===== src/rtl/data_access_unit_m.sv =====
// ============================================================================
// data_access_unit_m
// ----------------------------------------------------------------------------
// Load/store stage of the multi-cycle core. Accepts one data-memory request
// from execute, drives read port 1 and the write port of the shared memory
// controller, waits for completion and returns a one-cycle done pulse with
// err/misalign status plus the load result. Read port 0 belongs to fetch and
// is never touched here.
//
// Optional feature macro: DAU_ALIGN_CHECK_EN
//   defined   : odd-address word accesses fault locally (IDLE -> RESP, no
//               controller access, err=1, misalign=1, load rdata cleared).
//   undefined : odd word addresses pass through unchanged; misalign tied 0.
//
// Ports
//   clk, reset        : clock (rising edge), async active-high reset
//   req/we/size/addr/wdata : request from execute (sampled only in IDLE)
//   busy              : high whenever not IDLE
//   done/err/misalign : one-cycle completion pulse with status
//   rdata             : load result, held until the next done
//   rd_en/rd_size/rd_addr, rd_done/rd_data/invalid_rd_addr : read port 1
//   wr_en/wr_size/wr_addr/wr_data, invalid_wr_addr         : write port
// ============================================================================
module data_access_unit_m (
    input  logic        clk,
    input  logic        reset,
    // execute side
    input  logic        req,
    input  logic        we,
    input  logic        size,
    input  logic [15:0] addr,
    input  logic [15:0] wdata,
    output logic        busy,
    output logic        done,
    output logic        err,
    output logic        misalign,
    output logic [15:0] rdata,
    // controller read port 1
    output logic        rd_en,
    output logic        rd_size,
    output logic [15:0] rd_addr,
    input  logic        rd_done,
    input  logic [15:0] rd_data,
    input  logic        invalid_rd_addr,
    // controller write port
    output logic        wr_en,
    output logic        wr_size,
    output logic [15:0] wr_addr,
    output logic [15:0] wr_data,
    input  logic        invalid_wr_addr
);

    typedef enum logic [1:0] {
        S_IDLE,
        S_RD,
        S_WR,
        S_RESP
    } state_t;

    state_t      r_state;
    state_t      w_state_nxt;

    // latched request; the direction is encoded by RD/WR so no we copy is kept
    logic        r_size_q;
    logic [15:0] r_addr_q;
    logic [15:0] r_wdata_q;

    logic        r_err;
    logic [15:0] r_rdata;
    logic        w_misalign_req;

`ifdef DAU_ALIGN_CHECK_EN
    logic        r_misalign;

    assign w_misalign_req = size & addr[0];
    assign misalign       = r_misalign;
`else
    assign w_misalign_req = 1'b0;
    assign misalign       = 1'b0;
`endif

    assign err   = r_err;
    assign rdata = r_rdata;

    // ------------------------------------------------------------------
    // State register
    // ------------------------------------------------------------------
    always_ff @(posedge clk or posedge reset) begin
        if (reset) begin
            r_state <= S_IDLE;
        end else begin
            r_state <= w_state_nxt;
        end
    end

    // ------------------------------------------------------------------
    // Next state and port outputs. Enables are decoded from the state
    // register so an asynchronous reset drops them immediately.
    // ------------------------------------------------------------------
    always_comb begin
        w_state_nxt = r_state;
        busy        = 1'b1;
        done        = 1'b0;
        rd_en       = 1'b0;
        rd_size     = 1'b0;
        rd_addr     = '0;
        wr_en       = 1'b0;
        wr_size     = 1'b0;
        wr_addr     = '0;
        wr_data     = '0;

        case (r_state)
            S_IDLE: begin
                busy = 1'b0;
                if (req) begin
                    if (w_misalign_req) begin
                        w_state_nxt = S_RESP;
                    end else if (we) begin
                        w_state_nxt = S_WR;
                    end else begin
                        w_state_nxt = S_RD;
                    end
                end
            end

            S_RD: begin
                rd_en   = 1'b1;
                rd_size = r_size_q;
                rd_addr = r_addr_q;
                if (invalid_rd_addr || rd_done) begin
                    w_state_nxt = S_RESP;
                end
            end

            S_WR: begin
                wr_en       = 1'b1;
                wr_size     = r_size_q;
                wr_addr     = r_addr_q;
                wr_data     = r_wdata_q;
                w_state_nxt = S_RESP;
            end

            S_RESP: begin
                done        = 1'b1;
                w_state_nxt = S_IDLE;
            end

            default: begin
                w_state_nxt = S_IDLE;
            end
        endcase
    end

    // ------------------------------------------------------------------
    // Request latch and response registers
    // ------------------------------------------------------------------
    always_ff @(posedge clk or posedge reset) begin
        if (reset) begin
            r_size_q   <= 1'b0;
            r_addr_q   <= '0;
            r_wdata_q  <= '0;
            r_err      <= 1'b0;
            r_rdata    <= '0;
`ifdef DAU_ALIGN_CHECK_EN
            r_misalign <= 1'b0;
`endif
        end else begin
            case (r_state)
                S_IDLE: begin
                    if (req) begin
                        r_size_q  <= size;
                        r_addr_q  <= addr;
                        r_wdata_q <= wdata;
`ifdef DAU_ALIGN_CHECK_EN
                        if (w_misalign_req) begin
                            r_err      <= 1'b1;
                            r_misalign <= 1'b1;
                            if (!we) begin
                                r_rdata <= '0;
                            end
                        end
`endif
                    end
                end

                S_RD: begin
                    // a fault wins over a coincident completion
                    if (invalid_rd_addr) begin
                        r_err   <= 1'b1;
                        r_rdata <= '0;
                    end else if (rd_done) begin
                        r_err   <= 1'b0;
                        r_rdata <= r_size_q ? rd_data : {8'h00, rd_data[7:0]};
                    end
                end

                S_WR: begin
                    r_err <= invalid_wr_addr;
                end

                S_RESP: begin
                    r_err      <= 1'b0;
`ifdef DAU_ALIGN_CHECK_EN
                    r_misalign <= 1'b0;
`endif
                end

                default: begin
                    r_err <= 1'b0;
                end
            endcase
        end
    end

endmodule


===== config.mk =====
export PLATFORM = sky130hd
export DESIGN_NAME = data_access_unit_m
export DESIGN_NICKNAME = d
export VERILOG_FILES = /design/src/rtl/data_access_unit_m.sv
export SDC_FILE = /design/constraint.sdc
export NUM_CORES = 1
export LEC_CHECK = 0
export CORE_MARGIN = 5
export CORE_UTILIZATION = 44
export DETAILED_ROUTE_END_ITERATION = 10
export PLACE_DENSITY = 0.95
export SYNTH_ARGS = -nofsm -noshare
export SYNTH_HDL_FRONTEND = slang
export SYNTH_SLANG_ARGS = --single-unit

===== constraint.sdc =====
create_clock -name clk -period 2.8 [get_ports clk]
set_input_delay 0.42 -clock clk [delete_from_list [all_inputs] [get_ports clk]]
set_output_delay 0.42 -clock clk [all_outputs]
set_load 0.02 [all_outputs]

## After elaboration in Yosys (flattened, before gate mapping)

Index checks and enable logic that the tools add are counted.

- Register bits after elaboration: 52
- Input port bits: 56
- Word-level logic and storage cells: 39

- Equality and inequality tests: 6
- Mux-type cells: 19
- Reductions and logical operators: 8

Operator list:

| cell | count |
|---|---|
| 16-bit two-way mux | 6 |
| 1-bit two-way mux | 8 |
| 2-bit case mux with 4 select lines | 1 |
| 2-bit AND reduction | 4 |
| 2-bit two-way mux | 3 |
| 2-bit == test (second input constant) | 2 |
| 2-bit inequality test (second input constant) | 2 |
| 3-bit inequality test (second input constant) | 1 |
| 1-bit case mux with 3 select lines | 1 |
| 3-bit nonzero test | 1 |
| 2-bit by 1-bit == test with 1-bit output (second input constant) | 1 |
| 2-bit logical NOT | 1 |
| 2-bit nonzero test | 1 |
| 1-bit logical OR | 1 |

## Logic depth before layout (Yosys ltp)

Gate-level depths: netlist of run 1.

- Depth after elaboration: 3
- Gate-level depth with buffers: 6

## Worst setup path after synthesis of run 1

OpenSTA, ideal clock, no wires.

- Kind: register to output
- Start: register r_state[0]
- End: output port wr_addr[0]
- Data arrival time: 1.354 ns
- Required time: 2.380 ns
- Setup slack: 1.026 ns
- Cell stages (with the launch flop): 5
- Buffers on the path: 1
- Path through: dfrtp_1 > inv_1 > ha_1 > clkbuf_1 > and2_1

- Word-level cells in the longest chain between the ends: 2

Ends and longest elaborated chain:

| element | line | RTL |
|---|---|---|
| from (decl) | 60 | `state_t r_state;` |
| from (signal assigned) | 92 | `r_state <= w_state_nxt;` |
| 2-bit == test | 112 | `case (r_state)` |
| 16-bit two-way mux | 112 |  |
| to (decl) | 48 | `output logic [15:0] wr_addr,` |

No other way between the ends.

## Final worst setup path of run 1

- Start: register r_state[1]
- End: output port rd_size

- Word-level cells in the longest chain between the ends: 2

Ends and longest elaborated chain:

| element | line | RTL |
|---|---|---|
| 2-bit by 1-bit == test with 1-bit output | 112 |  |
| 1-bit two-way mux | 112 |  |
| to (decl) | 40 | `output logic rd_size,` |

No other way between the ends.

==> impl_metrics.env, run 1 <==
export IMPL_yosysTopAreaCellShare_pct=49.9
export IMPL_start_kind="flop"
export IMPL_die_y_um=87
export IMPL_core_footprint_um2=5850
export IMPL_finalCritPeriodShare_pct=93.4
export IMPL_gpl_final_weighted_congestion=0.761
export IMPL_clock_tree_htree_level_count=2
export IMPL_global_route_wire_length_before_repair_um=10700
export IMPL_timing_critical_path_buf_inv=2
export IMPL_numCtsBuffers=5
export IMPL_grt_setup_unrepaired="no"
export IMPL_finalClockSkew_ps=7.88
export IMPL_antennaDiodeCount=0
export IMPL_reg2reg_depth=4
export IMPL_critical_path_top_delay_family="buffers and inverters"
export IMPL_hold_path_class="reg -> reg"
export IMPL_post_synth_num_cell_types=24
export IMPL_dp_cells=413
export IMPL_post_dp_hpwl_um=5070
export IMPL_drt_iter0_drc=60
export IMPL_final_setup_viol_count=0
export IMPL_port_buffers=126
export IMPL_totalPowerFinal_mw=4.42
export IMPL_synthCells=221
export IMPL_totalWireLength_um=6730
export IMPL_mapped_area_um2=2610
export IMPL_grt_start_max_net_pins=53
export IMPL_cells_traversed_along_the_worst_timing_path="inv_1, ha_1, and2_1, clkdlybuf4s50_1"
export IMPL_initial_core_util_pct=44.6
export IMPL_hold_path_depth=2
export IMPL_wl_per_cell_um=16.0
export IMPL_worst_case_clock_buffer_depth=2
export IMPL_finalCriticalPeriod_ps=2610
export IMPL_outcome="finished clean"
export IMPL_tritoncts_clock_tree="done"
export IMPL_layout_drive_gt1_share_pct=14.5
export IMPL_max_stage_delay_ps=630
export IMPL_io_pins=128
export IMPL_final_cell_count_no_fill=421
export IMPL_hold_viol_final=0
export IMPL_endpoint_kind="primary output"
export IMPL_timing_setup_tns_ps=0
export IMPL_antenna_found_initial=0
export IMPL_post_cts_gate_resize_count=0
export IMPL_synth_area_per_cell_um2=11.8
export IMPL_first_global_vias=2212
export IMPL_syn_num_nets=283
export IMPL_cp_max_fo=17
export IMPL_number_of_storage_elements_in_the_synthesis_netlist=52
export IMPL_power_density_normalized_to_cell_area_nw_per_um2=1110
export IMPL_hold_buffers=0
export IMPL_placement_rows=28
export IMPL_synth_area_top_cells="sky130_fd_sc_hd__dfrtp_1 50%, sky130_fd_sc_hd__mux2_4 17%, sky130_fd_sc_hd__and2_1 12%"
export IMPL_ir_drop_mv=0.589
export IMPL_postSynth_topFlopCell="sky130_fd_sc_hd__dfrtp_1"
export IMPL_route_detailed_vias_per_inst=4.71
export IMPL_path_clk_slew_ps=90
export IMPL_synth_edf_count=0
export IMPL_mostFrequentLayoutCell="sky130_fd_sc_hd__clkdlybuf4s50_1"
export IMPL_fin_nets=407
export IMPL_detail_route_first_pass_iterations=4
export IMPL_drv_slew=0
export IMPL_die_area_um2=7570
export IMPL_most_frequent_cells_in_the_layout="126 x sky130_fd_sc_hd__clkdlybuf4s50_1, 52 x sky130_fd_sc_hd__dfrtp_1, 50 x sky130_fd_sc_hd__and2_1"
export IMPL_vias=1985
export IMPL_cp_required_ps=2380
export IMPL_cts_sink_count=52
export IMPL_grt_overflow=0
export IMPL_fmax_mhz=383
export IMPL_die_w_um=87
export IMPL_total_leakage_power_nw=1.80
export IMPL_synthArstFlopShare_pct=100
export IMPL_grt_resource_usage_total_pct=17.9
export IMPL_synth_warning_count=0
export IMPL_worst_slew_pin_transition_ps=655
export IMPL_timing_setup_critical_path_class="reg -> out"
export IMPL_drcViolationCount=0
export IMPL_post_cts_setup_buffer_count=0
export IMPL_worst_slew_margin_rel_pct=56.3
export IMPL_max_cap_violations=0
export IMPL_worst_ep_arrival_time_ps=2190
export IMPL_worst_path_max_delay_cell="sky130_fd_sc_hd__clkdlybuf4s50_1"
export IMPL_worstSetupPathDepth=4
export IMPL_drt_antenna_violating_nets=0
export IMPL_clock_root_buffer="sky130_fd_sc_hd__clkbuf_8"
export IMPL_syn_to_final_growth_pct=53.2
export IMPL_clk_insertion_delay_late_ps=300
export IMPL_synth_area_leader_cell="sky130_fd_sc_hd__dfrtp_1"
export IMPL_synth_seq_area_share_pct=49.9
## metrics by stage
step | utilization (%) | cell area, µm² | setup WS, ps | hold WS (ps)
final | 68.3 | 4000 | 186 | 486
after global routing | 68.3 | 4000 | 12.4 | 522
after CTS | 68.3 | 4000 | 110 | 495
after detailed placement | 66.8 | 3910 | 450 | 472
after global placement | 66.8 | 3910 | 556 | 466
after floorplan | - | 2610 | 1030 | 473
## cell type report
cell class	instances	area [µm²]
clock inverters	3	18.8
repair buffers	130	1290
multi-input cells	151	1200
fillers	450	1850
inverters	5	18.8
well taps	75	93.8
clock buffers	5	68.8
flip-flops and latches	52	1300
## power by group
part	internal [mW]	switching [mW]
clock	0.175	0.246
combinational	1.41	1.24
sequential	1.13	0.230
## cells in the mapped netlist (2+ instances only)
master                     number
sky130_fd_sc_hd__inv_1          5
sky130_fd_sc_hd__mux2_4        30
sky130_fd_sc_hd__o21ai_0       12
sky130_fd_sc_hd__o21ai_1        5
sky130_fd_sc_hd__buf_2          3
sky130_fd_sc_hd__and2_1        50
sky130_fd_sc_hd__nand2_1       25
sky130_fd_sc_hd__mux2i_1        4
sky130_fd_sc_hd__clkbuf_1       4
sky130_fd_sc_hd__buf_4          2
sky130_fd_sc_hd__mux2_2         3
sky130_fd_sc_hd__nand2b_1       8
sky130_fd_sc_hd__ha_1           6
sky130_fd_sc_hd__dfrtp_1       52
sky130_fd_sc_hd__buf_6          3
## cells by family (layout without fill, tap and decap cells)
| logic type | Yosys count | in the layout | share of synthesized area [%] |
|---|---|---|---|
| adders and majority gates | 6 | 6 | 2.88 |
| and+or+nand+nor | 86 | 86 | 18.4 |
| other | 1 | 1 | 0.144 |
| buffers and inverters | 18 | 143 | 3.93 |
| DFF | 52 | 52 | 49.9 |
| AOI/OAI and AO/OA | 21 | 21 | 4.65 |
| muxes | 37 | 37 | 20.1 |
## final timing paths
kind                                   startpoint                  endpoint  slack [ps]
setup reg to reg           r_state[0]$_DFFE_PP0P_   r_addr_q[1]$_DFFE_PP0P_        1000
setup / recovery           r_state[1]$_DFFE_PP0P_                   rd_size         190
min in group asynchronous                   reset  r_wdata_q[9]$_DFFE_PP0P_         610
hold reg to reg             rdata[11]$_DFFE_PP0P_     rdata[11]$_DFFE_PP0P_         490
max in group asynchronous                   reset   r_addr_q[8]$_DFFE_PP0P_        1750
hold / removal              rdata[11]$_DFFE_PP0P_     rdata[11]$_DFFE_PP0P_         490
## sequential cells by signal, indices dropped and copies added, names as in the netlist
register / flops
r_addr_q: 16
rdata: 16
err: 1
r_wdata_q: 16
r_state: 2
r_size_q: 1
## layer usage
metal / vias up / part of all wire, % / GRT usage, %
met5: - / 0 / 0
met1: 945 / 41 / 22.2
met3: 2 / 8.0 / 4.54
met4: 0 / 0.30 / 3.26
li1: 961 / - / -
met2: 77 / 50 / 31.6
## worst register-to-register path, stage by stage, from the launching register on
cell and delay (ps):
sky130_fd_sc_hd__dfrtp_1 430, sky130_fd_sc_hd__inv_1 120, sky130_fd_sc_hd__ha_1 250, sky130_fd_sc_hd__nand2_4 470, sky130_fd_sc_hd__mux2_2 420
Note: power is estimated with default switching activity, not from simulation.
==> run 2: changes to the inputs <==
--- a/config.mk
+++ b/config.mk
@@ -5,10 +5,11 @@
 export SDC_FILE = /design/constraint.sdc
 export NUM_CORES = 1
 export LEC_CHECK = 0
+export CORE_ASPECT_RATIO = 1.1
 export CORE_MARGIN = 5
 export CORE_UTILIZATION = 44
 export DETAILED_ROUTE_END_ITERATION = 10
-export PLACE_DENSITY = 0.95
+export PLACE_DENSITY = 0.88
 export SYNTH_ARGS = -nofsm -noshare
 export SYNTH_HDL_FRONTEND = slang
 export SYNTH_SLANG_ARGS = --single-unit
==> run 2 against run 1 <==
Flip-flop and latch count stayed put. Clock skew about the same. Fmax about the same. Critical path type unchanged. Critical endpoint is now wr_addr[0].
==> impl_metrics.env, run 2 (synthesis results as in run 1) <==
export IMPL_outcome="finished clean"
export IMPL_die_w_um=83.4
export IMPL_drv_slew=0
export IMPL_cp_required_ps=2380
export IMPL_fin_nets=408
export IMPL_final_design_utilization_pct=69.7
export IMPL_n_fill_cell=420
export IMPL_reg2reg_depth=4
export IMPL_clk_insertion_delay_late_ps=300
export IMPL_power_density_normalized_to_cell_area_nw_per_um2=1100
export IMPL_final_cell_count_no_fill=424
export IMPL_r2r_setup_slack_ps=1000
export IMPL_post_cts_setup_buffer_count=0
export IMPL_layout_drive_gt1_share_pct=15.3
export IMPL_clock_tree_htree_level_count=2
export IMPL_hold_path_depth=2
export IMPL_hold_path_class="reg -> reg"
export IMPL_min_delay_worst_endpoint="rdata[11]$_DFFE_PP0P_"
export IMPL_dp_cells=416
export IMPL_worst_slew_pin_transition_ps=620
export IMPL_clock_root_buffer="sky130_fd_sc_hd__clkbuf_8"
export IMPL_final_setup_viol_count=0
export IMPL_mostFrequentLayoutCell="sky130_fd_sc_hd__clkdlybuf4s50_1"
export IMPL_detailed_place_area_um2=3920
export IMPL_initial_core_util_pct=45.2
export IMPL_reg2reg_from="r_state[0]$_DFFE_PP0P_"
export IMPL_worst_r2r_endpoint="r_addr_q[1]$_DFFE_PP0P_"
export IMPL_worst_case_clock_buffer_depth=2
export IMPL_cp_max_fo=12
export IMPL_drt_iter0_drc=72
export IMPL_hold_viol_final=0
export IMPL_post_place_ws_ps=402
export IMPL_multi_input_area_um2=1210
export IMPL_final_area_um2=4020
export IMPL_placement_rows=29
export IMPL_numCtsBuffers=5
export IMPL_first_global_vias=2059
export IMPL_core_footprint_um2=5770
export IMPL_global_route_wire_length_before_repair_um=10600
export IMPL_grt_overflow=0
export IMPL_io_pins=128
export IMPL_timing_setup_critical_path_class="reg -> out"
export IMPL_die_area_um2=7570
export IMPL_totalWireLength_um=6530
export IMPL_endpoint_kind="primary output"
export IMPL_grt_start_max_net_pins=34
export IMPL_tritoncts_clock_tree="done"
export IMPL_die_y_um=90.8
export IMPL_antennaDiodeCount=0
export IMPL_ir_drop_mv=0.529
export IMPL_drcViolationCount=0
export IMPL_grt_setup_unrepaired="no"
export IMPL_worst_slew_margin_rel_pct=58.6
export IMPL_hp_start="rdata[11]$_DFFE_PP0P_"
export IMPL_timing_setup_tns_ps=0
export IMPL_finalCriticalPeriod_ps=2620
export IMPL_totalPowerFinal_mw=4.44
export IMPL_start_kind="flop"
export IMPL_finalCritPeriodShare_pct=93.4
export IMPL_syn_to_final_growth_pct=54.2
export IMPL_gpl_final_weighted_congestion=0.785
export IMPL_antenna_found_initial=0
export IMPL_vias=1978
export IMPL_worst_ep_arrival_time_ps=2200
export IMPL_fmax_mhz=382
export IMPL_finalClockSkew_ps=7.51
export IMPL_port_buffers=126
export IMPL_seqCellArea_um2=1300
export IMPL_most_frequent_cells_in_the_layout="126 x sky130_fd_sc_hd__clkdlybuf4s50_1, 52 x sky130_fd_sc_hd__dfrtp_1, 50 x sky130_fd_sc_hd__and2_1"
export IMPL_timing_final_ws_setup_ps=184
export IMPL_grt_resource_usage_total_pct=17.4
export IMPL_path_clk_slew_ps=100
export IMPL_cts_sink_count=52
export IMPL_wl_per_cell_um=15.4
export IMPL_timing_hold_ws_ps=487
export IMPL_drt_antenna_violating_nets=0
export IMPL_max_cap_violations=0
export IMPL_post_dp_hpwl_um=4970
export IMPL_total_leakage_power_nw=1.80
export IMPL_route_detailed_vias_per_inst=4.67
export IMPL_detail_route_first_pass_iterations=4
[run 2: cell types whose count changed in the layout (fill, tap and decap cells not counted)]
cell                         change
sky130_fd_sc_hd__buf_4           +1
sky130_fd_sc_hd__clkbuf_8        +1
sky130_fd_sc_hd__clkinv_2        -2
sky130_fd_sc_hd__clkinv_4        -1
sky130_fd_sc_hd__clkinvlp_4      +2
sky130_fd_sc_hd__ha_1            -2
sky130_fd_sc_hd__ha_2            +2
[run 2: worst max-delay path, stage by stage (launching register included)]
cell                              delay (ps)
sky130_fd_sc_hd__dfrtp_1                 430
sky130_fd_sc_hd__inv_1                   140
sky130_fd_sc_hd__ha_2                    310
sky130_fd_sc_hd__buf_4                   200
sky130_fd_sc_hd__and2_1                  180
sky130_fd_sc_hd__clkdlybuf4s50_1         630
[run 2: worst max path at each step]
| stage | startpoint | to | slack [ps] | cells past startpoint |
|---|---|---|---|---|
| 2_1_floorplan | r_state[0]$_DFFE_PP0P_ | wr_addr[0] | 1030 | 4 |
| 3_3_place_gp | r_state[0]$_DFFE_PP0P_ | wr_addr[0] | 490 | 5 |
| 3_5_place_dp | r_state[0]$_DFFE_PP0P_ | wr_addr[0] | 400 | 5 |
| 4_1_cts | r_state[0]$_DFFE_PP0P_ | wr_addr[0] | 50 | 5 |
| 5_1_grt | r_state[0]$_DFFE_PP0P_ | wr_addr[0] | 50 | 5 |
| 6_report | r_state[0]$_DFFE_PP0P_ | wr_addr[0] | 180 | 5 |
[run 2: cell type report]
class	count	share of cell area [%]
Timing Repair Buffer	131	32.3
Multi-Input combinational cell	151	30.1
Inverter	5	0.467
Sequential cell	52	32.3
Tap cell	77	2.40
Clock inverter	2	0.373
Clock buffer	6	2.05
[run 2: timing repair]
item | in CTS | in global routing
hold buffers | 0 | 0
resized for setup | 0 | 2
setup endpoints to repair | 0 | 22
[run 2: where the power goes]
part	total [mW]	leakage (nW)	switching, mW	internal, mW
clock network	0.447	0.0434	0.247	0.200
logic	2.63	1.12	1.22	1.41
registers	1.36	0.640	0.228	1.13
total	4.44	1.80	1.69	2.75
[run 2: layer usage]
metal / track usage (%) / part of all wire (%) / vias to the layer above
li1: - / - / 959
met4: 4.02 / 0.37 / 0
met1: 22.4 / 44 / 925
met5: 0 / 0 / -
met2: 28.1 / 47 / 92
met3: 6.39 / 8.5 / 2
